<file path="config.mk">
export PLATFORM = sky130hd
export DESIGN_NAME = mem_port_arbiter
export DESIGN_NICKNAME = d
export VERILOG_FILES = /design/src/rtl/mem_arb_pkg.sv /design/src/rtl/mem_port_arbiter.sv
export SDC_FILE = /design/constraint.sdc
export NUM_CORES = 1
export LEC_CHECK = 0
export ABC_AREA = 0
export CAP_MARGIN = 20
export CORE_UTILIZATION = 30
export DETAILED_ROUTE_END_ITERATION = 6
export HOLD_SLACK_MARGIN = 0.02
export PLACE_DENSITY_LB_ADDON = 0.3
export SKIP_LAST_GASP = 1
export SYNTH_ARGS = -nofsm -noshare
export SYNTH_HDL_FRONTEND = slang
export SYNTH_SLANG_ARGS = --single-unit
</file>
<file path="constraint.sdc">
create_clock -name clk -period 4.6 [get_ports clk]
set_input_delay 0.46 -clock clk [delete_from_list [all_inputs] [get_ports clk]]
set_output_delay 0.46 -clock clk [all_outputs]
set_load 0.005 [all_outputs]
</file>
<file path="src/rtl/mem_arb_pkg.sv">
// Shared types for the memory port arbiter: FSM states, transaction owner
// encoding and the access-counter width.
package mem_arb_pkg;

  localparam int CNT_W = 4;

  typedef enum logic [1:0] {
    IDLE   = 2'd0,
    BUSY_I = 2'd1,
    BUSY_D = 2'd2,
    RESP   = 2'd3
  } arb_state_e;

  typedef enum logic {
    OWN_I = 1'b0,
    OWN_D = 1'b1
  } owner_e;

endpackage

</file>
<file path="src/rtl/mem_port_arbiter.sv">
// Shares one memory port between the I-cache refill path and the load/store
// path: data normally wins, a starvation streak forces a pending refill through.
module mem_port_arbiter
  import mem_arb_pkg::*;
#(
  parameter int MEM_LATENCY = 2,
  parameter int STARVE_MAX  = 2
) (
  input  logic        clk,
  input  logic        reset,
  input  logic        i_req,
  input  logic [31:0] i_addr,
  output logic        i_valid,
  output logic [31:0] i_rdata,
  input  logic        d_req,
  input  logic        d_we,
  input  logic [31:0] d_addr,
  input  logic [31:0] d_wdata,
  output logic        d_valid,
  output logic [31:0] d_rdata,
  output logic        i_stall,
  output logic        d_stall,
  output logic        mem_en,
  output logic        mem_we,
  output logic [31:0] mem_addr,
  output logic [31:0] mem_wdata,
  input  logic [31:0] mem_rdata
);

  localparam logic [CNT_W-1:0] CNT_LOAD   = CNT_W'(MEM_LATENCY - 1);
  localparam logic [1:0]       STREAK_LIM = 2'(STARVE_MAX);

  arb_state_e       state_q, state_d;
  owner_e           owner_q, owner_d;
  logic [CNT_W-1:0] cnt_q, cnt_d;
  logic [1:0]       streak_q, streak_d;
  logic             i_valid_q, i_valid_d;
  logic             d_valid_q, d_valid_d;
  logic [31:0]      i_rdata_q, i_rdata_d;
  logic [31:0]      d_rdata_q, d_rdata_d;
  logic             mem_en_q, mem_en_d;
  logic             mem_we_q, mem_we_d;
  logic [31:0]      mem_addr_q, mem_addr_d;
  logic [31:0]      mem_wdata_q, mem_wdata_d;
  logic             grant_i;

  always_comb begin
    // NOTE: every _d starts from its hold value (valids from 0) so no branch
    // can leave a signal unassigned and infer a latch.
    state_d     = state_q;
    owner_d     = owner_q;
    cnt_d       = cnt_q;
    streak_d    = streak_q;
    i_valid_d   = 1'b0;
    d_valid_d   = 1'b0;
    i_rdata_d   = i_rdata_q;
    d_rdata_d   = d_rdata_q;
    mem_en_d    = mem_en_q;
    mem_we_d    = mem_we_q;
    mem_addr_d  = mem_addr_q;
    mem_wdata_d = mem_wdata_q;
    grant_i     = 1'b0;

    case (state_q)
      IDLE: begin
        if (i_req || d_req) begin
          // A refill only beats a simultaneous data request once starved.
          grant_i     = i_req && (!d_req || streak_q == STREAK_LIM);
          mem_en_d    = 1'b1;
          cnt_d       = CNT_LOAD;
          mem_addr_d  = grant_i ? i_addr : d_addr;
          mem_wdata_d = d_wdata;
          if (grant_i) begin
            state_d  = BUSY_I;
            owner_d  = OWN_I;
            mem_we_d = 1'b0;
            streak_d = 2'd0;
          end else begin
            state_d  = BUSY_D;
            owner_d  = OWN_D;
            mem_we_d = d_we;
            if (i_req && streak_q != STREAK_LIM) begin
              streak_d = streak_q + 2'd1;
            end
          end
        end
      end

      BUSY_I, BUSY_D: begin
        if (cnt_q == '0) begin
          state_d  = RESP;
          mem_en_d = 1'b0;
          mem_we_d = 1'b0;
          if (owner_q == OWN_I) begin
            i_valid_d = 1'b1;
            i_rdata_d = mem_rdata;
          end else begin
            d_valid_d = 1'b1;
            d_rdata_d = mem_we_q ? 32'd0 : mem_rdata;
          end
        end else begin
          cnt_d = cnt_q - 1'b1;
        end
      end

      RESP: begin
        state_d = IDLE;
      end

      default: begin
        state_d = IDLE;
      end
    endcase
  end

  // NOTE: sequential state uses non-blocking assignments only, so every flop
  // samples the pre-edge value of every other flop.
  always_ff @(posedge clk) begin
    if (reset) begin
      state_q     <= IDLE;
      owner_q     <= OWN_I;
      cnt_q       <= '0;
      streak_q    <= 2'd0;
      i_valid_q   <= 1'b0;
      d_valid_q   <= 1'b0;
      i_rdata_q   <= 32'd0;
      d_rdata_q   <= 32'd0;
      mem_en_q    <= 1'b0;
      mem_we_q    <= 1'b0;
      mem_addr_q  <= 32'd0;
      mem_wdata_q <= 32'd0;
    end else begin
      state_q     <= state_d;
      owner_q     <= owner_d;
      cnt_q       <= cnt_d;
      streak_q    <= streak_d;
      i_valid_q   <= i_valid_d;
      d_valid_q   <= d_valid_d;
      i_rdata_q   <= i_rdata_d;
      d_rdata_q   <= d_rdata_d;
      mem_en_q    <= mem_en_d;
      mem_we_q    <= mem_we_d;
      mem_addr_q  <= mem_addr_d;
      mem_wdata_q <= mem_wdata_d;
    end
  end

  assign i_valid   = i_valid_q;
  assign d_valid   = d_valid_q;
  assign i_rdata   = i_rdata_q;
  assign d_rdata   = d_rdata_q;
  assign mem_en    = mem_en_q;
  assign mem_we    = mem_we_q;
  assign mem_addr  = mem_addr_q;
  assign mem_wdata = mem_wdata_q;
  assign i_stall   = i_req & ~i_valid_q;
  assign d_stall   = d_req & ~d_valid_q;

endmodule

</file>
==> impl_metrics.env, run 1 <==
export IMPL_outcome="complete, no violations"
export IMPL_fin_crit_sh_pct=53.8
export IMPL_cts_hold_buffers=0
export IMPL_die_h_um=140
export IMPL_synth_simple_area_share_pct=18.0
export IMPL_hpwl_mm=11.9
export IMPL_power_leakage_nw=3.11
export IMPL_grt_start_max_net_pins=98
export IMPL_rrSetupSlack_ps=2120
export IMPL_die_w_um=140
export IMPL_syn_to_final_growth_pct=57.5
export IMPL_die_area_um2=19700
export IMPL_cts_max_path_buffers=2
export IMPL_synth_area_um2=5730
export IMPL_coreArea_um2=18700
export IMPL_cp_arrival_ps=2810
export IMPL_synth_xor_area_share_pct=0
export IMPL_layout_min_cycle_time_ps=2480
export IMPL_p_per_area_nw_per_um2=582
export IMPL_viasPerCell=5.14
export IMPL_clkSinkCount=141
export IMPL_clk_pin_slew_ps=60
export IMPL_muxShareOfSynthArea_pct=0.175
export IMPL_start_kind="flop"
export IMPL_endpoint_kind="flop"
export IMPL_drive_above_1_share_pct=5.36
export IMPL_synth_commonest_cells="141 x dfxtp_1, 102 x a21oi_1, 69 x nand2_1"
export IMPL_yosysWarnings=0
export IMPL_synthArstFlopShare_pct=0
export IMPL_synth_top_family_by_area="compound AO/OA/AOI/OAI gates"
export IMPL_max_slew_margin_pct=29.3
export IMPL_cts_root_buffer="clkbuf_16"
export IMPL_drtIter0Drc=247
export IMPL_cp_max_fo=41
export IMPL_setup_violations_final=0
export IMPL_rows=50
export IMPL_htree_num_levels=4
export IMPL_first_pass_iters=5
export IMPL_seq_area_um2=2820
export IMPL_ys_seq_area_share_pct=49.3
export IMPL_rsz0062_at_grt="no"
export IMPL_netlist_instances=699
export IMPL_critical_path_class="reg -> reg"
export IMPL_groute_usage_overall_pct=18.2
export IMPL_maxCapViolCount=0
export IMPL_ios=267
export IMPL_globalplace_congestion=0.740
export IMPL_insertion_delay_ps=410
export IMPL_synth_compound_area_share_pct=24.8
export IMPL_worstPathRequired_ps=4940
export IMPL_wl_per_cell_um=15.8
export IMPL_synth_largest_area_cell="dfxtp_1"
export IMPL_synth_area_leaders="dfxtp_1 49%, a21oi_1 8.9%, nand3_1 5.6%, o21ai_0 5.4%, a311oi_1 4.9%"
export IMPL_worst_pin_slew_ps=1060
export IMPL_final_max_slew_viol_count=0
export IMPL_drc=0
export IMPL_synth_seq_cells=141
export IMPL_cts_tree="done"
export IMPL_max_freq_ghz=0.404
export IMPL_syn_nets=837
export IMPL_finClkSkew_ps=8.41
export IMPL_start_util_pct=30.6
export IMPL_antenna_found_initial=0
export IMPL_synth_edff_count=0
export IMPL_ir_drop_uv=299
export IMPL_final_fill_count=1876
export IMPL_synthAdderAreaFrac_pct=1.09
export IMPL_syn_avg_cell_area_um2=8.20
export IMPL_grt_pass1_wl_mm=28.5
export IMPL_synthFlopType="dfxtp_1"
export IMPL_finalWirelength_mm=18.5
export IMPL_nets=1057
export IMPL_final_util_pct=48.3
export IMPL_synth_most_common_cell="dfxtp_1"
export IMPL_finalHoldViolCount=0
export IMPL_synth_top_cell_area_share_pct=49.3
export IMPL_multi_input_area_um2=2540
export IMPL_vias=5995
export IMPL_cts_made_buffers=17
export IMPL_hold_class="reg -> reg"
export IMPL_synth_cell_types=39
export IMPL_setup_tns_ps=0
export IMPL_drtAntennaViolNets=0
export IMPL_postCtsSetupRepairBufs=0
export IMPL_cts_resized=0
export IMPL_antenna_cells=0
export IMPL_grt_pass1_vias=5316
export IMPL_port_buffers=266
export IMPL_globalRouteOverflowTotal=0
[cell families (layout without fill, tap and decap cells)]
logic type / after synthesis / after routing
AOI/OAI and AO/OA: 249 / 249
and+or+nand+nor: 216 / 216
DFF: 141 / 141
buffers and inverters: 87 / 320
adders and majority gates: 5 / 5
muxes: 1 / 1
[report_power, final]
part / total [mW] / internal [mW] / switching, mW / leakage, nW
Sequential: 1.74 / 1.57 / 0.167 / 1.16
Clock: 1.36 / 0.841 / 0.524 / 0.290
Combinational: 2.15 / 1.01 / 1.14 / 1.66
Total: 5.25 / 3.42 / 1.83 / 3.11
[flip-flops by register name, summed over array words and instances (netlist names)]
| signal | count |
|---|---|
| cnt_q | 4 |
| d_rdata | 32 |
| d_valid | 1 |
| i_rdata | 32 |
| i_valid | 1 |
| mem_addr | 32 |
| mem_en | 1 |
| mem_wdata | 32 |
| mem_we | 1 |
| owner_q | 1 |
| state_q | 2 |
| streak_q | 2 |
[placed cells by master (no fill, tap or decap), types with 17 or more instances in the layout]
cell type	n
clkdlybuf4s50_1	265
o21ai_1	36
o21ai_0	62
a21oi_1	102
nand4_1	33
a311oi_1	32
nand3_1	64
clkbuf_16	17
nand2_1	69
dfxtp_1	140
nor2_1	35
[layout make-up]
cell class | instances | area share (%)
repair buffers | 277 | 30.4
well taps | 234 | 3.24
inverters | 11 | 0.457
flip-flops and latches | 141 | 31.3
clock inverters | 10 | 1.26
multi-input cells | 471 | 28.1
clock buffers | 22 | 5.25
[per-layer routing]
metal	share of wire [%]	up-vias	global-route usage [%]
met2	47	198	29.5
met4	1.7	0	6.36
met5	0	-	0
met1	44	2816	22.3
li1	-	2960	-
met3	7.3	21	6.39
[critical path, cell delays in order (launching register included)]
cell and delay (ps):
dfxtp_1 330, inv_1 60, ha_1 400, and4bb_2 870, buf_4 410, nand4_1 140
a21oi_1 180
[through the flow]
| stage | area [um^2] | power (mW) | cells | hold slack (ps) | worst slack, ps |
|---|---|---|---|---|---|
| final | 9030 | 5.25 | 1166 | 450 | 2120 |
| after global routing | 9030 | 5.58 | 1166 | 465 | 1940 |
| after CTS | 9030 | 5.32 | 1166 | 453 | 2110 |
| after detailed placement | 8440 | 3.93 | 1134 | 446 | 1910 |
| after global placement | 8440 | 3.90 | 1134 | 442 | 1960 |
| after floorplan | 5730 | 2.93 | 699 | 436 | 3060 |
[path summary, 6_finish.rpt]
| path | startpoint | end | cells after the start |
|---|---|---|---|
| setup / recovery | state_q[1] | d_rdata[11] | 6 |
| hold / removal | mem_wdata[21] | mem_wdata[21] | 2 |
| setup reg to reg | state_q[1] | d_rdata[11] | 6 |
| hold reg to reg | mem_wdata[21] | mem_wdata[21] | 2 |
Note: power is estimated with default switching activity, not from simulation.
==> inputs of run 2 (changes only) <==
clock period = 2.15 ns   (was 4.6 ns; I/O delays follow)
==> run 2 against run 1 <==
Cell area up 1.9%. Combinational power up 130%. Total power up 120%. Non-clock buffer count up 8. Global-route usage up 0.29 points. Routed wire length up 0.36%. Sequential share of layout area down 0.57 points. Clock power up 120%. Via count down 0.60%. Critical path type is now in -> out.
==> impl_metrics.env, run 2 (synthesis results as in run 1) <==
export IMPL_outcome="complete, no violations"
export IMPL_setup_violations_final=0
export IMPL_finalHoldViolCount=0
export IMPL_clk_pin_slew_ps=60
export IMPL_globalplace_congestion=0.752
export IMPL_grt_pass1_vias=5464
export IMPL_final_common_cell="clkdlybuf4s50_1"
export IMPL_groute_usage_overall_pct=18.5
export IMPL_maxCapViolCount=0
export IMPL_power_leakage_nw=3.18
export IMPL_finClkSkew_ps=11.9
export IMPL_cp_num_buf_inv=3
export IMPL_postCtsSetupRepairBufs=0
export IMPL_grt_start_max_net_pins=89
export IMPL_cts_hold_buffers=0
export IMPL_placed_area_um2=8600
export IMPL_drtIter0Drc=278
export IMPL_crit_path_cell_trace="clkdlybuf4s50_1, inv_1, nor2_1, clkdlybuf4s50_1"
export IMPL_hold_class="in -> reg"
export IMPL_start_util_pct=30.6
export IMPL_finalWirelength_mm=18.5
export IMPL_critical_path_class="in -> out"
export IMPL_drive_above_1_share_pct=5.64
export IMPL_endpoint_kind="output pin"
export IMPL_fin_crit_sh_pct=85.8
export IMPL_wl_per_cell_um=15.8
export IMPL_htree_num_levels=4
export IMPL_path_common_cell="clkdlybuf4s50_1"
export IMPL_layout_min_cycle_time_ps=1850
export IMPL_start_kind="primary input"
export IMPL_coreArea_um2=18700
export IMPL_drc=0
export IMPL_worst_pin_slew_ps=617
export IMPL_insertion_delay_ps=410
export IMPL_viasPerCell=5.08
export IMPL_rows=50
export IMPL_finalPower_mw=11.6
export IMPL_final_util_pct=49.2
export IMPL_max_slew_margin_pct=58.8
export IMPL_cts_made_buffers=17
export IMPL_worstPathRequired_ps=1930
export IMPL_cts_resized=0
export IMPL_layout_common_cells="265 x clkdlybuf4s50_1, 140 x dfxtp_1, 102 x a21oi_1"
export IMPL_max_stage_delay_ps=550
export IMPL_vias=5959
export IMPL_finish_instance_area_um2=9200
export IMPL_antenna_found_initial=0
export IMPL_die_area_um2=19700
export IMPL_p_per_area_nw_per_um2=1260
export IMPL_antenna_cells=0
export IMPL_cp_max_fo=4
export IMPL_cts_max_path_buffers=2
export IMPL_clkSinkCount=141
export IMPL_timing_hold_ws_ps=97.6
export IMPL_setup_tns_ps=0
export IMPL_ir_drop_uv=624
export IMPL_max_freq_ghz=0.542
export IMPL_port_buffers=266
export IMPL_die_h_um=140
export IMPL_ios=267
export IMPL_hpwl_mm=12.3
export IMPL_first_pass_iters=6
export IMPL_cts_tree="done"
export IMPL_slowest_stage="clkdlybuf4s50_1"
export IMPL_nets=1065
export IMPL_die_w_um=140
export IMPL_cp_arrival_ps=1630
export IMPL_globalRouteOverflowTotal=0
export IMPL_syn_to_final_growth_pct=60.5
export IMPL_rsz0062_at_grt="no"
export IMPL_final_max_slew_viol_count=0
export IMPL_cts_root_buffer="clkbuf_16"
export IMPL_grt_pass1_wl_mm=29.1
export IMPL_cpLargestDelayFamily="buffers and inverters"
export IMPL_drtAntennaViolNets=0
-- run 2: layer usage --
layer,track usage (%),vias up,wire (um)
met5,0,-,0
met4,6.07,0,355
met3,6.67,28,1350
met2,29.7,194,8690
met1,22.9,2761,8130
li1,-,2976,-
-- run 2: final timing paths --
kind / startpoint / endpoint / slack [ps] / cells past startpoint
worst min register to register: mem_wdata[1] / mem_wdata[1] / 450 / 2
worst max-delay path: i_req / i_stall / 300 / 4
worst max register to register: state_q[1] / d_rdata[31] / 400 / 6
worst min-delay path: reset / mem_addr[2] / 100 / 2
-- run 2: metrics by stage --
stage	std cells	setup slack [ps]
3_5_place_dp	1142	286
4_1_cts	1173	335
2_1_floorplan	699	610
5_1_grt	1173	242
3_3_place_gp	1142	343
6_report	1173	305
-- run 2: worst reg2reg max path, cell delays in order (launching register included) --
cell and delay, ps:
dfxtp_1 330, inv_1 60, ha_1 410, and4bb_2 310, buf_12 240, nand4_1 150
a21oi_1 180
-- run 2: power breakdown --
group / internal (mW) / total [mW] / switching, mW
sequential: 3.35 / 3.72 / 0.369
clock: 1.92 / 3.00 / 1.09
combinational: 2.38 / 4.87 / 2.49
-- run 2: final cells by class --
type	instances	area, um^2
clock buffer	26	489
clock inverter	5	106
fill	1792	9510
inverter	11	41.3
multi-input combinational	471	2540
sequential	141	2820
tap	234	293
timing repair buffer	285	2900
==> inputs of run 3 (changes only) <==
CORE_MARGIN = 2   (was unset)
CTS_BUF_LIST = sky130_fd_sc_hd__clkbuf_8   (was unset)
==> run 3 against run 2 <==
First-iteration DRC count increased by 12%. Sequential share of layout area increased by 0.54 points. Cell area decreased by 1.7%. Cell count unchanged. Total power decreased by 5.8%. Count of clock-buffer cells in the layout decreased by 5. Sequential power about the same. Register-to-register slack about the same. Via count increased by 0.59%. Critical path depth unchanged. Critical endpoint unchanged. Largest power group unchanged.
==> impl_metrics.env, run 3 (synthesis results as in run 1) <==
export IMPL_outcome="complete, no violations"
export IMPL_insertion_delay_ps=440
export IMPL_cp_arrival_ps=1700
export IMPL_rows=50
export IMPL_finalPower_mw=10.9
export IMPL_globalRouteOverflowTotal=0
export IMPL_setup_violations_final=0
export IMPL_drive_above_1_share_pct=5.96
export IMPL_layout_common_cells="265 x clkdlybuf4s50_1, 140 x dfxtp_1, 102 x a21oi_1"
export IMPL_port_buffers=266
export IMPL_viasPerCell=5.11
export IMPL_r2r_end="d_rdata[28]"
export IMPL_final_max_slew_viol_count=0
export IMPL_max_freq_ghz=0.523
export IMPL_clk_pin_slew_ps=80
export IMPL_timing_hold_ws_ps=193
export IMPL_cts_made_buffers=17
export IMPL_rr_worst_depth=6
export IMPL_die_area_um2=20200
export IMPL_seq_area_um2=2820
export IMPL_holdPathEnd="mem_wdata[21]"
export IMPL_coreArea_um2=18700
export IMPL_ir_drop_uv=627
export IMPL_final_common_cell="clkdlybuf4s50_1"
export IMPL_rsz0062_at_grt="no"
export IMPL_worst_pin_slew_ps=675
export IMPL_hpwl_mm=12.4
export IMPL_max_slew_margin_pct=55.0
export IMPL_hold_depth=2
export IMPL_cp_max_fo=8
export IMPL_drc=0
export IMPL_worstPathRequired_ps=1930
export IMPL_final_fill_count=1839
export IMPL_multi_input_area_um2=2540
export IMPL_finClkSkew_ps=18.0
export IMPL_hold_class="in -> reg"
export IMPL_drtAntennaViolNets=0
export IMPL_groute_usage_overall_pct=18.3
export IMPL_rrSetupSlack_ps=390
export IMPL_htree_num_levels=4
export IMPL_clkSinkCount=141
export IMPL_syn_to_final_growth_pct=57.7
export IMPL_grt_pass1_wl_mm=29.9
export IMPL_globalplace_congestion=0.789
export IMPL_p_per_area_nw_per_um2=1210
export IMPL_vias=5994
export IMPL_layout_min_cycle_time_ps=1910
export IMPL_die_w_um=142
export IMPL_cts_root_buffer="clkbuf_8"
export IMPL_setup_tns_ps=0
export IMPL_cts_hold_buffers=0
export IMPL_min_from="reset"
export IMPL_power_leakage_nw=3.11
export IMPL_regToRegStartpoint="state_q[1]"
export IMPL_ios=267
export IMPL_wl_per_cell_um=16.0
export IMPL_start_util_pct=30.6
export IMPL_grt_start_max_net_pins=67
export IMPL_antenna_found_initial=0
export IMPL_cts_max_path_buffers=2
export IMPL_drtIter0Drc=310
export IMPL_cts_resized=0
export IMPL_antenna_cells=0
export IMPL_die_h_um=142
export IMPL_postCtsSetupRepairBufs=0
export IMPL_final_util_pct=48.3
export IMPL_maxCapViolCount=0
export IMPL_grt_pass1_vias=5651
export IMPL_endpoint_kind="output pin"
export IMPL_finalHoldViolCount=0
export IMPL_critical_path_class="in -> out"
export IMPL_start_kind="primary input"
export IMPL_first_pass_iters=4
export IMPL_fin_crit_sh_pct=88.9
export IMPL_nets=1064
export IMPL_cts_tree="done"
export IMPL_finalWirelength_mm=18.8
[run 3: layout make-up]
class                   count  area share (%)
repair buffers            284            32.2
inverters                  11           0.457
clock inverters            11            1.56
clock buffers              21            3.20
multi-input cells         471            28.1
flip-flops and latches    141            31.3
well taps                 234            3.24
[run 3: worst max path at each step]
stage                from  slack, ps        to  cells past startpoint
2_1_floorplan  state_q[1]        610  cnt_q[1]                      5
3_3_place_gp        i_req        250   i_stall                      4
3_5_place_dp        i_req        250   i_stall                      4
4_1_cts             i_req        240   i_stall                      4
5_1_grt             i_req        160   i_stall                      4
6_report            i_req        240   i_stall                      4
[run 3: power breakdown]
| part | total (mW) | internal, mW | switching (mW) |
|---|---|---|---|
| Sequential | 3.71 | 3.35 | 0.360 |
| Clock | 2.32 | 1.27 | 1.05 |
| Combinational | 4.90 | 2.40 | 2.50 |
[run 3: worst max-delay path, cell delays in order]
cell and delay [ps]:
clkdlybuf4s50_1 680, inv_1 110, nor2_1 150, clkdlybuf4s50_1 530
[run 3: metal layers]
metal,up-vias,routed length [um],part of all wire [%],global-route usage [%]
met3,26,1180,6.3,5.59
li1,2974,-,-,-
met5,-,0,0,0
met2,181,8790,47,29.2
met1,2813,8380,45,23.3
met4,0,439,2.3,6.68
[run 3: metrics by stage]
stage                     setup slack (ps)  std cells  area [um^2]
after floorplan                        610        699         5730
after global placement                 253       1141         8600
after detailed placement               247       1141         8600
after CTS                              237       1173         9030
after global routing                   158       1173         9030
final                                  239       1173         9030
